`src/rtl/pc_pkg.sv`:
```
// Shared types and constants for the next-PC controller.
package pc_pkg;

    typedef enum logic [1:0] {
        SEL_SEQ  = 2'd0,
        SEL_BR   = 2'd1,
        SEL_JALR = 2'd2,
        SEL_TRAP = 2'd3
    } next_sel_t;

    typedef enum logic [1:0] {
        FETCH  = 2'd0,
        EXEC   = 2'd1,
        UPDATE = 2'd2
    } pc_state_t;

    localparam logic [31:0] PC_INCR  = 32'd4;
    localparam logic [31:0] PC_RESET = 32'd0;

endpackage

```
`src/rtl/pc_next_mux.sv`:
```
// Combinational next-PC selection; MISALIGN_TRAP_EN redirects misaligned
// branch/jalr targets to trap_vec, otherwise the low two bits are cleared.
module pc_next_mux
    import pc_pkg::*;
(
    input  next_sel_t   sel_i,
    input  logic [31:0] pc_i,
    input  logic [31:0] branch_tgt_i,
    input  logic [31:0] jalr_tgt_i,
    input  logic [31:0] trap_vec_i,
    output logic [31:0] pc_next_o,
    output logic        misaligned_o
);

    logic [31:0] cand;

    always_comb begin
        cand = pc_i + PC_INCR;
        case (sel_i)
            SEL_SEQ:  cand = pc_i + PC_INCR;
            SEL_BR:   cand = branch_tgt_i;
            SEL_JALR: cand = jalr_tgt_i & ~32'h1;
            SEL_TRAP: cand = trap_vec_i;
            default:  cand = pc_i + PC_INCR;
        endcase
    end

`ifdef MISALIGN_TRAP_EN
    always_comb begin
        pc_next_o    = cand;
        misaligned_o = 1'b0;
        if ((sel_i == SEL_BR || sel_i == SEL_JALR) && cand[1:0] != 2'b00) begin
            pc_next_o    = trap_vec_i;
            misaligned_o = 1'b1;
        end
    end
`else
    assign pc_next_o    = cand & ~32'h3;
    assign misaligned_o = 1'b0;
`endif

endmodule

```
`src/rtl/pc_next_ctrl.sv`:
```
// FETCH/EXEC/UPDATE sequencer producing the PC load strobe and fetch requests.
// Optional MISALIGN_TRAP_EN (see pc_next_mux) traps misaligned control-flow targets.
module pc_next_ctrl
    import pc_pkg::*;
(
    input  logic        clk,
    input  logic        rstn,
    input  logic [31:0] pc_count,
    output logic        pc_ld,
    output logic [31:0] pc_data,
    output logic        imem_req,
    output logic [31:0] imem_addr,
    input  logic        imem_ack,
    input  logic [31:0] imem_rdata,
    output logic [31:0] instr,
    output logic        instr_valid,
    input  logic        exec_done,
    input  logic [1:0]  next_sel,
    input  logic [31:0] branch_tgt,
    input  logic [31:0] jalr_tgt,
    input  logic [31:0] trap_vec,
    output logic        misaligned,
    output logic [31:0] instret
);

    pc_state_t   state_q, state_d;
    logic        run_q;
    logic [31:0] instr_q;
    logic [31:0] instret_q;
    next_sel_t   sel_q;
    logic [31:0] br_q, jalr_q, trap_q;
    logic        fetch_act;
    logic [31:0] mux_pc;
    logic        mux_mis;

    // run_q keeps the first post-reset cycle quiet so imem_req rises one cycle after release
    assign fetch_act = run_q && (state_q == FETCH);

    always_comb begin
        state_d = state_q;
        case (state_q)
            FETCH:   if (fetch_act && imem_ack) state_d = EXEC;
            EXEC:    if (exec_done)             state_d = UPDATE;
            UPDATE:  state_d = FETCH;
            default: state_d = FETCH;
        endcase
    end

    always_ff @(posedge clk) begin
        if (!rstn) begin
            state_q   <= FETCH;
            run_q     <= 1'b0;
            instr_q   <= '0;
            instret_q <= '0;
            sel_q     <= SEL_SEQ;
            br_q      <= PC_RESET;
            jalr_q    <= PC_RESET;
            trap_q    <= PC_RESET;
        end else begin
            run_q   <= 1'b1;
            state_q <= state_d;
            if (fetch_act && imem_ack) begin
                instr_q <= imem_rdata;
            end
            // Count on entry to UPDATE so instret already reflects the retiring instruction during pc_ld
            if (state_q == EXEC && exec_done) begin
                sel_q     <= next_sel_t'(next_sel);
                br_q      <= branch_tgt;
                jalr_q    <= jalr_tgt;
                trap_q    <= trap_vec;
                instret_q <= instret_q + 32'd1;
            end
        end
    end

    pc_next_mux u_mux (
        .sel_i        (sel_q),
        .pc_i         (pc_count),
        .branch_tgt_i (br_q),
        .jalr_tgt_i   (jalr_q),
        .trap_vec_i   (trap_q),
        .pc_next_o    (mux_pc),
        .misaligned_o (mux_mis)
    );

    assign imem_req    = fetch_act;
    assign imem_addr   = fetch_act ? pc_count : PC_RESET;
    assign instr       = instr_q;
    assign instr_valid = (state_q == EXEC);
    assign pc_ld       = (state_q == UPDATE);
    assign pc_data     = pc_ld ? mux_pc : PC_RESET;
    assign misaligned  = pc_ld && mux_mis;
    assign instret     = instret_q;

endmodule

```
`config.mk`:
```
export PLATFORM = sky130hd
export DESIGN_NAME = pc_next_ctrl
export DESIGN_NICKNAME = d
export VERILOG_FILES = /design/src/rtl/pc_pkg.sv /design/src/rtl/pc_next_mux.sv /design/src/rtl/pc_next_ctrl.sv
export SDC_FILE = /design/constraint.sdc
export NUM_CORES = 1
export LEC_CHECK = 0
export CAP_MARGIN = 20
export CORE_AREA = 5 5 184 97
export CTS_BUF_LIST = sky130_fd_sc_hd__clkbuf_4
export DETAILED_ROUTE_END_ITERATION = 8
export DIE_AREA = 0 0 189 102
export PLACE_DENSITY = 0.92
export SLEW_MARGIN = 15
export SYNTH_ARGS = -nofsm -noshare
export SYNTH_HDL_FRONTEND = slang
export SYNTH_SLANG_ARGS = --single-unit
```
`constraint.sdc`:
```
create_clock -name clk -period 5.1 [get_ports clk]
set_clock_uncertainty 0.2 [all_clocks]
set_input_delay 1.02 -clock clk [delete_from_list [all_inputs] [get_ports clk]]
set_output_delay 1.02 -clock clk [all_outputs]
set_load 0.01 [all_outputs]
```
==> results.json <==
{
  "clk_pin_slew_ns": 0.13,
  "design.final.nets": 1386,
  "end_kind": "output pin",
  "area_delta_synth_final_pct": 40.8,
  "setup_viol_count_final": 0,
  "grt_max_degree": 92,
  "arrival_ns": 3.74,
  "powerDensity_mw_per_mm2": 219,
  "vias_per_cell": 5.29,
  "dr_total_vias": 7619,
  "startpoint": "pc_count[11]",
  "hold_depth": 2,
  "grt_pass1_vias": 7159,
  "dp.cells": 1407,
  "holdBufCountCts": 0,
  "p_total_mw": 2.44,
  "yosys.area.top_type": "dfxtp_1",
  "drc": 0,
  "synth.most_common_cell": "nand2_1",
  "status": "finished clean",
  "max-slew-margin-rel_pct": 28.1,
  "worst_setup_path_start_kind": "primary input",
  "r2r_end": "instret[31]",
  "netlist_area_mm2": 0.00791,
  "drtIter0Drc": 635,
  "leakagePower_nw": 3.79,
  "ys.flop_type": "dfxtp_1",
  "initial_core_util_pct": 49.2,
  "numCtsBuffers": 17,
  "ys_ff_latch": 159,
  "period_share_pct": 97.3,
  "synth_top_area_share_pct": 40.2,
  "grt_pass1_wl_um": 38800,
  "dp_hpwl_um": 18700,
  "r2r_cells": 5,
  "die-width_um": 189,
  "whs_endpoint": "trap_q[29]",
  "finalNonFillerCells": 1441,
  "place_congestion": 0.939,
  "rsz0062_at_grt": "false",
  "post_route_cells_drive_above_1_share_pct": 5.61,
  "crit_fanout": 8,
  "antenna_found_initial": 2,
  "rows": 33,
  "synthCells": 968,
  "r2r-start": "state_q[0]",
  "io_buffers": 288,
  "drt_wl_total_um": 25100,
  "hold_violations": 0,
  "ant_nets": 0,
  "htree_num_levels": 4,
  "hold_start": "trap_q[29]",
  "max_slew.worst_pin.slew_ns": 1.08,
  "required_ns": 3.88,
  "ir_worst_vdd_uv": 153,
  "clockBufferDepth": 2,
  "root_buffer": "clkbuf_4",
  "synth_edf_count": 0,
  "grt_usage_pct": 25.4,
  "pre_cts_ws_ns": 0.296,
  "synthDistinctLibCells": 39,
  "die_area_mm2": 0.0193,
  "max_freq_mhz": 201,
  "dieHeight_um": 102,
  "drv_slew": 0,
  "ys_seq_area_share_pct": 40.2,
  "netlist_top_cells_count": "284 x nand2_1, 159 x dfxtp_1, 72 x and2_1, 64 x a21boi_0, 61 x a21boi_1",
  "synthArstFlopShare_pct": 0,
  "period_needed_ns": 4.96,
  "core_mm2": 0.0161,
  "finalSetupTns_ns": 0,
  "path_class": "primary input to output pin",
  "clock_sinks": 159,
  "overflow": 0,
  "cts_repair_resize_count": 0,
  "worst_hold_path_type": "flop to flop",
  "wl_per_cell_um": 17.4,
  "clkLatencyLatePin_ns": 0.54,
  "detailedRoute.firstPassIterationCount": 5,
  "fin_ws_ns": 0.137,
  "cts_setup_buffers": 0,
  "cap_violations": 0,
  "io_pins": 298,
  "yosys-top-cells-area": "dfxtp_1 40%, nand2_1 13%, a21boi_0 6.1%",
  "reg2reg_slack_ns": 2.42,
  "ys_warn_count": 0,
  "synth.avg_cell_area_um2": 8.17,
  "cts_tree": "done"
}
==> sequential cells by signal (all words and copies together), names as in the netlist <==
name / count
state_q: 2
jalr_q: 30
sel_q: 2
instr: 32
instret: 32
trap_q: 30
run_q: 1
br_q: 30
==> per-layer routing <==
layer  vias to the layer above  track usage (%)  routed length, um
li1                       3714                -                  -
met5                         -                0                  0
met2                       316             39.3              11200
met3                        26             7.27               2210
met4                         0             4.92                229
met1                      3563             36.0              11400
==> cell families (layout without fill, tap and decap cells) <==
kind of cell	after synthesis	count (layout)	share of synthesized area, %
AO/OA/AOI/OAI	171	171	15.7
XOR/XNOR	59	59	6.53
adder cells (fa/ha/maj)	2	2	0.316
buffers and inverters	75	335	4.21
flip-flops	159	159	40.2
multiplexers	30	30	5.06
other	1	4	0.0474
AND/OR/NAND/NOR	471	471	27.8
==> area by class of cell <==
type                            count  area [um^2]
Multi-Input combinational cell    736         4410
Clock inverter                     14          143
Antenna cell                        1         2.50
Sequential cell                   159         3190
Timing Repair Buffer              300         2990
Fill cell                        1242         4930
Tap cell                          210          263
Inverter                            4         15.0
Clock buffer                       17          128
==> how the worst max path moves through the flow <==
stage | to | depth (start not counted)
finish | pc_data[21] | 7
global route | pc_data[29] | 7
CTS | pc_data[19] | 7
detailed placement | pc_data[19] | 7
global placement | pc_data[21] | 7
floorplan | pc_data[20] | 6
==> worst max-delay path: stages <==
cell and delay [ns]:
clkdlybuf4s50_1 0.68, nand4_2 0.23, nor4_4 0.64, nand2_1 0.13, xor2_1 0.41, a21oi_1 0.13
clkdlybuf4s50_1 0.50
==> power by group <==
group	switching, mW	internal [mW]
sequential	0.0230	1.27
clock	0.454	0.287
combinational	0.171	0.233
==> placed cells by master, fill, tap and decap left out, types with 19 or more instances in the layout <==
cell             synthesis  routed
clkdlybuf4s50_1          0     287
a21oi_1                 21      21
mux2i_1                 22      22
a21boi_1                61      61
and2_1                  72      70
nand2_1                284     284
dfxtp_1                159     157
xnor2_1                 31      31
nand4_1                 19      19
xor2_1                  28      28
a21boi_0                64      64
nand3_1                 29      29
nor2_1                  32      32
==> stage by stage <==
stage,instance area (um^2),hold slack [ns],util (%)
after floorplan,7920,0.232,-
after global placement,10800,0.237,67.4
after detailed placement,10800,0.246,67.4
after CTS,11100,0.264,69.1
after global routing,11100,0.284,69.3
final,11100,0.263,69.3
Power figures use the tool's default switching activity.
==> RTL edit 1: new RTL, config.mk and constraints unchanged <==
Make the reset (`rstn`) asynchronous in one clocked block.
--- a/src/rtl/pc_next_ctrl.sv
+++ b/src/rtl/pc_next_ctrl.sv
@@ -46,7 +46,7 @@
         endcase
     end
 
-    always_ff @(posedge clk) begin
+    always_ff @(posedge clk or negedge rstn) begin
         if (!rstn) begin
             state_q   <= FETCH;
             run_q     <= 1'b0;
Function: differs if rstn is asserted again (counterexample within 4 cycles, from zero or initial values and one cycle with rstn low); with rstn held inactive, the same outputs for 10 cycles.
==> RTL edit 1 against the original RTL <==
Critical path depth increased by 1. Wire length increased by 1.5%. Area after synthesis decreased by 0.92%. Sequential share of layout area increased by 6.9 points. Final cell count decreased by 6.9%. Sequential cell count unchanged. Global-route usage increased by 0.81 points. Register-to-register slack got worse by 0.03 ns. Hold slack improved by 0.028 ns. Cell area increased by 0.57%. Via count decreased by 6.1%. Worst setup slack improved by 0.050 ns.
Power is not compared: it rests on default switching activity, and its combinational part moved more than twofold at a synthesized area within 25%.
==> RTL edit 1: results (changes against the original RTL) <==
Sequential area share after synthesis: 50.8% (+11 points)
Synth area leaders: dfrtp_1 51%, nand2_1 15%, mux2_2 4.7%
Cell count after synthesis: 843 (-13%)
Overall routed net length: 25500 µm (+1.5%)
Leak: 5.00 nW
Commonest cells post-synth: 318 x nand2_1, 159 x dfrtp_1, 40 x and2_1, 39 x xnor2_1, 33 x mux2_2
H-tree depth: 4 (unchanged)
R2R Path End: instr[2]$_DFFE_PN0P_
Post-CTS Setup Repair Bufs: 0 (unchanged)
R2r startpoint: state_q[0]$_DFFE_PN0P_
HPWL after DPL: 19300 µm (+3.4%)
CTS buffer count: 17 (unchanged)
Max Buffers Root-to-Sink: 2 (unchanged)
Drt first pass iters: 5 (unchanged)
Post_cts resized: 0 (unchanged)
Root Driver: clkbuf_4
Post-synth cell types: 50 (+28%)
GRT Total Usage: 26.2% (+0.81 points)
Crit path capture type: primary output
Vias in the first global route: 7196 (+0.52%)
First-pass GRT wire length: 39600 µm (+2.1%)
Peak supply drop: 0.204 mV
CP max stage delay: 0.59 ns (-0.09 ns)
WL per Instance: 19.0 µm (+9.0%)
Critical Path Sink: pc_data[26]
Clk_lat worst skew: 0.53 ns
Arr. time, crit path: 3.69 ns (-0.05 ns)
Antenna violations before repair: 1 (-1)
RePlAce Congestion: 0.872 (-7.2%)
Cell family with most CP delay: simple AND/OR/NAND/NOR gates
Reg2Reg Setup Slack: 2.39 ns (-0.03 ns)
Crit. Startpoint: pc_count[3]
Worst Hold Class: reg2reg
Fraction of layout cells with a size suffix above 1: 8.58% (+3.0 points)
Placed cell count: 1308 (-7.0%)
Crit-path slowest cell: or4_4
Setup violations, final: 0 (unchanged)
Worst Reg-to-Reg Cells: 5 (unchanged)
Initial drt markers: 526 (-17%)
Port bufs: 288 (unchanged)
Vias/cell: 5.33 (+0.84%)
Synth async-reset ratio: 100% (+100 points)
CP Max Fanout: 8 (unchanged)
Hold WS: 0.291 ns (+0.0284 ns)
Slew @ Worst Pin: 1.08 ns (-0.00328 ns)
Ys Warns: 0 (unchanged)
Largest net degree at the start of global routing: 87 (-5.4%)
Dpl cell area: 10900 µm² (+0.59%)
Reg clk slew, reported paths: 0.14 ns
Status: complete, no violations
-- RTL edit 1: changes by cell type in the layout (fill, tap and decap cells not counted), moves of 30 or more --
cell	unedited run	this run
a21boi_0	64	0
a21boi_1	61	0
and2_1	70	40
dfrtp_1	0	158
dfxtp_1	157	0
mux2_2	0	33
nand2_1	284	318
-- RTL edit 1: cells by family (layout without fill, tap and decap cells) --
group                    after synthesis  in the layout  synth area share (%)
AO/OA/AOI/OAI                         59             59                  4.77
XOR/XNOR                              58             58                  6.48
adder cells (fa/ha/maj)                2              2                 0.319
buffers and inverters                 58            343                  3.32
flip-flops                           159            159                  50.8
multiplexers                          62             62                  9.09
other                                  2              6                0.0958
AND/OR/NAND/NOR                      443            443                  25.1
-- RTL edit 1: area by class of cell --
cell class                      instances  area, µm²
Multi-Input combinational cell        628       3610
Antenna cell                            2       5.00
Timing Repair Buffer                  303       3010
Clock buffer                           17        128
Clock inverter                         14        160
Inverter                                9       35.0
Sequential cell                       159       3980
Fill cell                            1221       4870
Tap cell                              210        263
-- RTL edit 1: per-stage QoR --
stage	util, %	setup WS (ns)	power (W)
floorplan	-	1.40	0.00249
global placement	67.8	0.247	0.00310
detailed placement	67.8	0.199	0.00317
CTS	69.6	0.188	0.00395
global route	69.7	0.0836	0.00418
finish	69.7	0.187	0.00394
-- RTL edit 1: worst min path at each step --
stage               depth (start not counted)             startpoint                     to
finish                                      2    br_q[3]$_DFFE_PN0P_    br_q[3]$_DFFE_PN0P_
global route                                2   br_q[10]$_DFFE_PN0P_   br_q[10]$_DFFE_PN0P_
CTS                                         2   br_q[10]$_DFFE_PN0P_   br_q[10]$_DFFE_PN0P_
global placement                            2    br_q[6]$_DFFE_PN0P_    br_q[6]$_DFFE_PN0P_
detailed placement                          2   br_q[10]$_DFFE_PN0P_   br_q[10]$_DFFE_PN0P_
floorplan                                   2  jalr_q[9]$_DFFE_PN0P_  jalr_q[9]$_DFFE_PN0P_
-- RTL edit 1: metal layers --
layer	vias up	track usage [%]	routed length [µm]
li1	3320	-	-
met1	3446	36.2	11000
met2	355	43.3	12000
met3	32	5.26	2070
met4	2	6.66	393
met5	-	0	12
-- RTL edit 1: power breakdown --
group	total (W)	internal [W]	switching, W
Sequential	0.00184	0.00160	0.000241
Clock	0.000794	0.000298	0.000496
Combinational	0.00131	0.000665	0.000646
Total	0.00394	0.00256	0.00138
-- RTL edit 1: worst register-to-register path, delay by kind of cell (launching register included) --
family / cells / cell delay, ns
flops: 1 / 0.43
buf+inv: 2 / 0.72
mux: 1 / 0.42
simple gates: 2 / 0.86
==> RTL edit 2: new RTL, same settings <==
Without the edit above. Build with the macro `MISALIGN_TRAP_EN` defined.
--- a/src/rtl/pc_next_mux.sv
+++ b/src/rtl/pc_next_mux.sv
@@ -1,5 +1,7 @@
 // Combinational next-PC selection; MISALIGN_TRAP_EN redirects misaligned
 // branch/jalr targets to trap_vec, otherwise the low two bits are cleared.
+`define MISALIGN_TRAP_EN
+
 module pc_next_mux
     import pc_pkg::*;
 (
Check against the original RTL: not equivalent (a bounded check fails within 4 cycles, from zero or initial values and one cycle with rstn low).
==> RTL edit 2 against the original RTL <==
Maximum frequency about the same. Total power up 6.8%. Sequential cell count up 5. Worst setup slack worse by 0.0032 ns. Area after synthesis is 8.8% higher. Largest cell class unchanged. Wire length increased by 23%. Die area did not move. Cell area rose by 8.2%.
==> RTL edit 2: results (changes against the original RTL) <==
Dpl cell area: 11700 µm² (+8.1%)
Met2 Use GR: 47.3% (+8.0 points)
CP Max Fanout: 10 (+2)
Sequential area share after synthesis: 38.2% (-2.1 points)
Status: complete, no violations
Hold EP: br_q[27]$_SDFFE_PN0P_
Antenna violations before repair: 0 (-2)
RePlAce Congestion: 0.947 (+0.80%)
Arr. time, crit path: 3.75 ns (about the same)
DR vias: 8943 (+17%)
Fraction of layout cells with a size suffix above 1: 6.71% (+1.1 points)
Clk_lat worst skew: 0.56 ns (+0.02 ns)
Hold WS: 0.277 ns (+0.0141 ns)
Placed cell count: 1518 (+7.9%)
Clock share of power: 31.1% (+0.8 points)
GRT Total Usage: 30.9% (+5.5 points)
Pint: 0.00180 W (+0.33%)
Overall routed net length: 30900 µm (+23%)
PD cells: 216 nW/µm² (-1.3%)
Comb. pwr: 0.000459 W (+14%)
Synth area leaders: dfxtp_1 38%, nand2_1 14%, a21boi_0 11%
Critical Path Sink: pc_data[20]
Setup WS pre-CTS: 0.199 ns (-0.0962 ns)
Leak: 4.17 nW (+10%)
GRT met1 Usage: 42.0% (+6.0 points)
Peak supply drop: 0.142 mV (-6.7%)
NumNets Final: 1500 (+8.2%)
Initial drt markers: 1023 (+61%)
Drt first pass iters: 9 (+4)
Synth Area in Adders: 0.873% (+0.56 points)
Mean Syn Cell Area: 8.05 µm² (-1.4%)
Antenna diode count: 0 (-1)
Slew @ Worst Pin: 1.01 ns (-0.0730 ns)
Post-synth cell types: 58 (+49%)
RTL edit 2: cell types whose count changed in the layout (fill, tap and decap cells not counted), sizes merged, moves of 9 or more:
cell	delta
a211oi	+9
a21boi	+10
a222oi	+16
a32o	+10
buf	+14
mux2i	-12
nand2	+30
nor2	-19
o21ai	+13
or3	+9
xor2	-20
RTL edit 2: per-layer routing:
metal / up-vias / share of wire, %
met3: 50 / 13
met4: 0 / 2.1
li1: 4212 / -
met2: 517 / 43
met5: - / 0
met1: 4164 / 43
RTL edit 2: cell type report:
type | instances | area, µm² | area share, %
Inverter | 7 | 26.3 | 0.218
Sequential cell | 164 | 3280 | 27.3
Timing Repair Buffer | 322 | 3180 | 26.4
Tap cell | 210 | 263 | 2.18
Clock inverter | 15 | 185 | 1.54
Multi-Input combinational cell | 816 | 4970 | 41.3
Clock buffer | 17 | 128 | 1.06
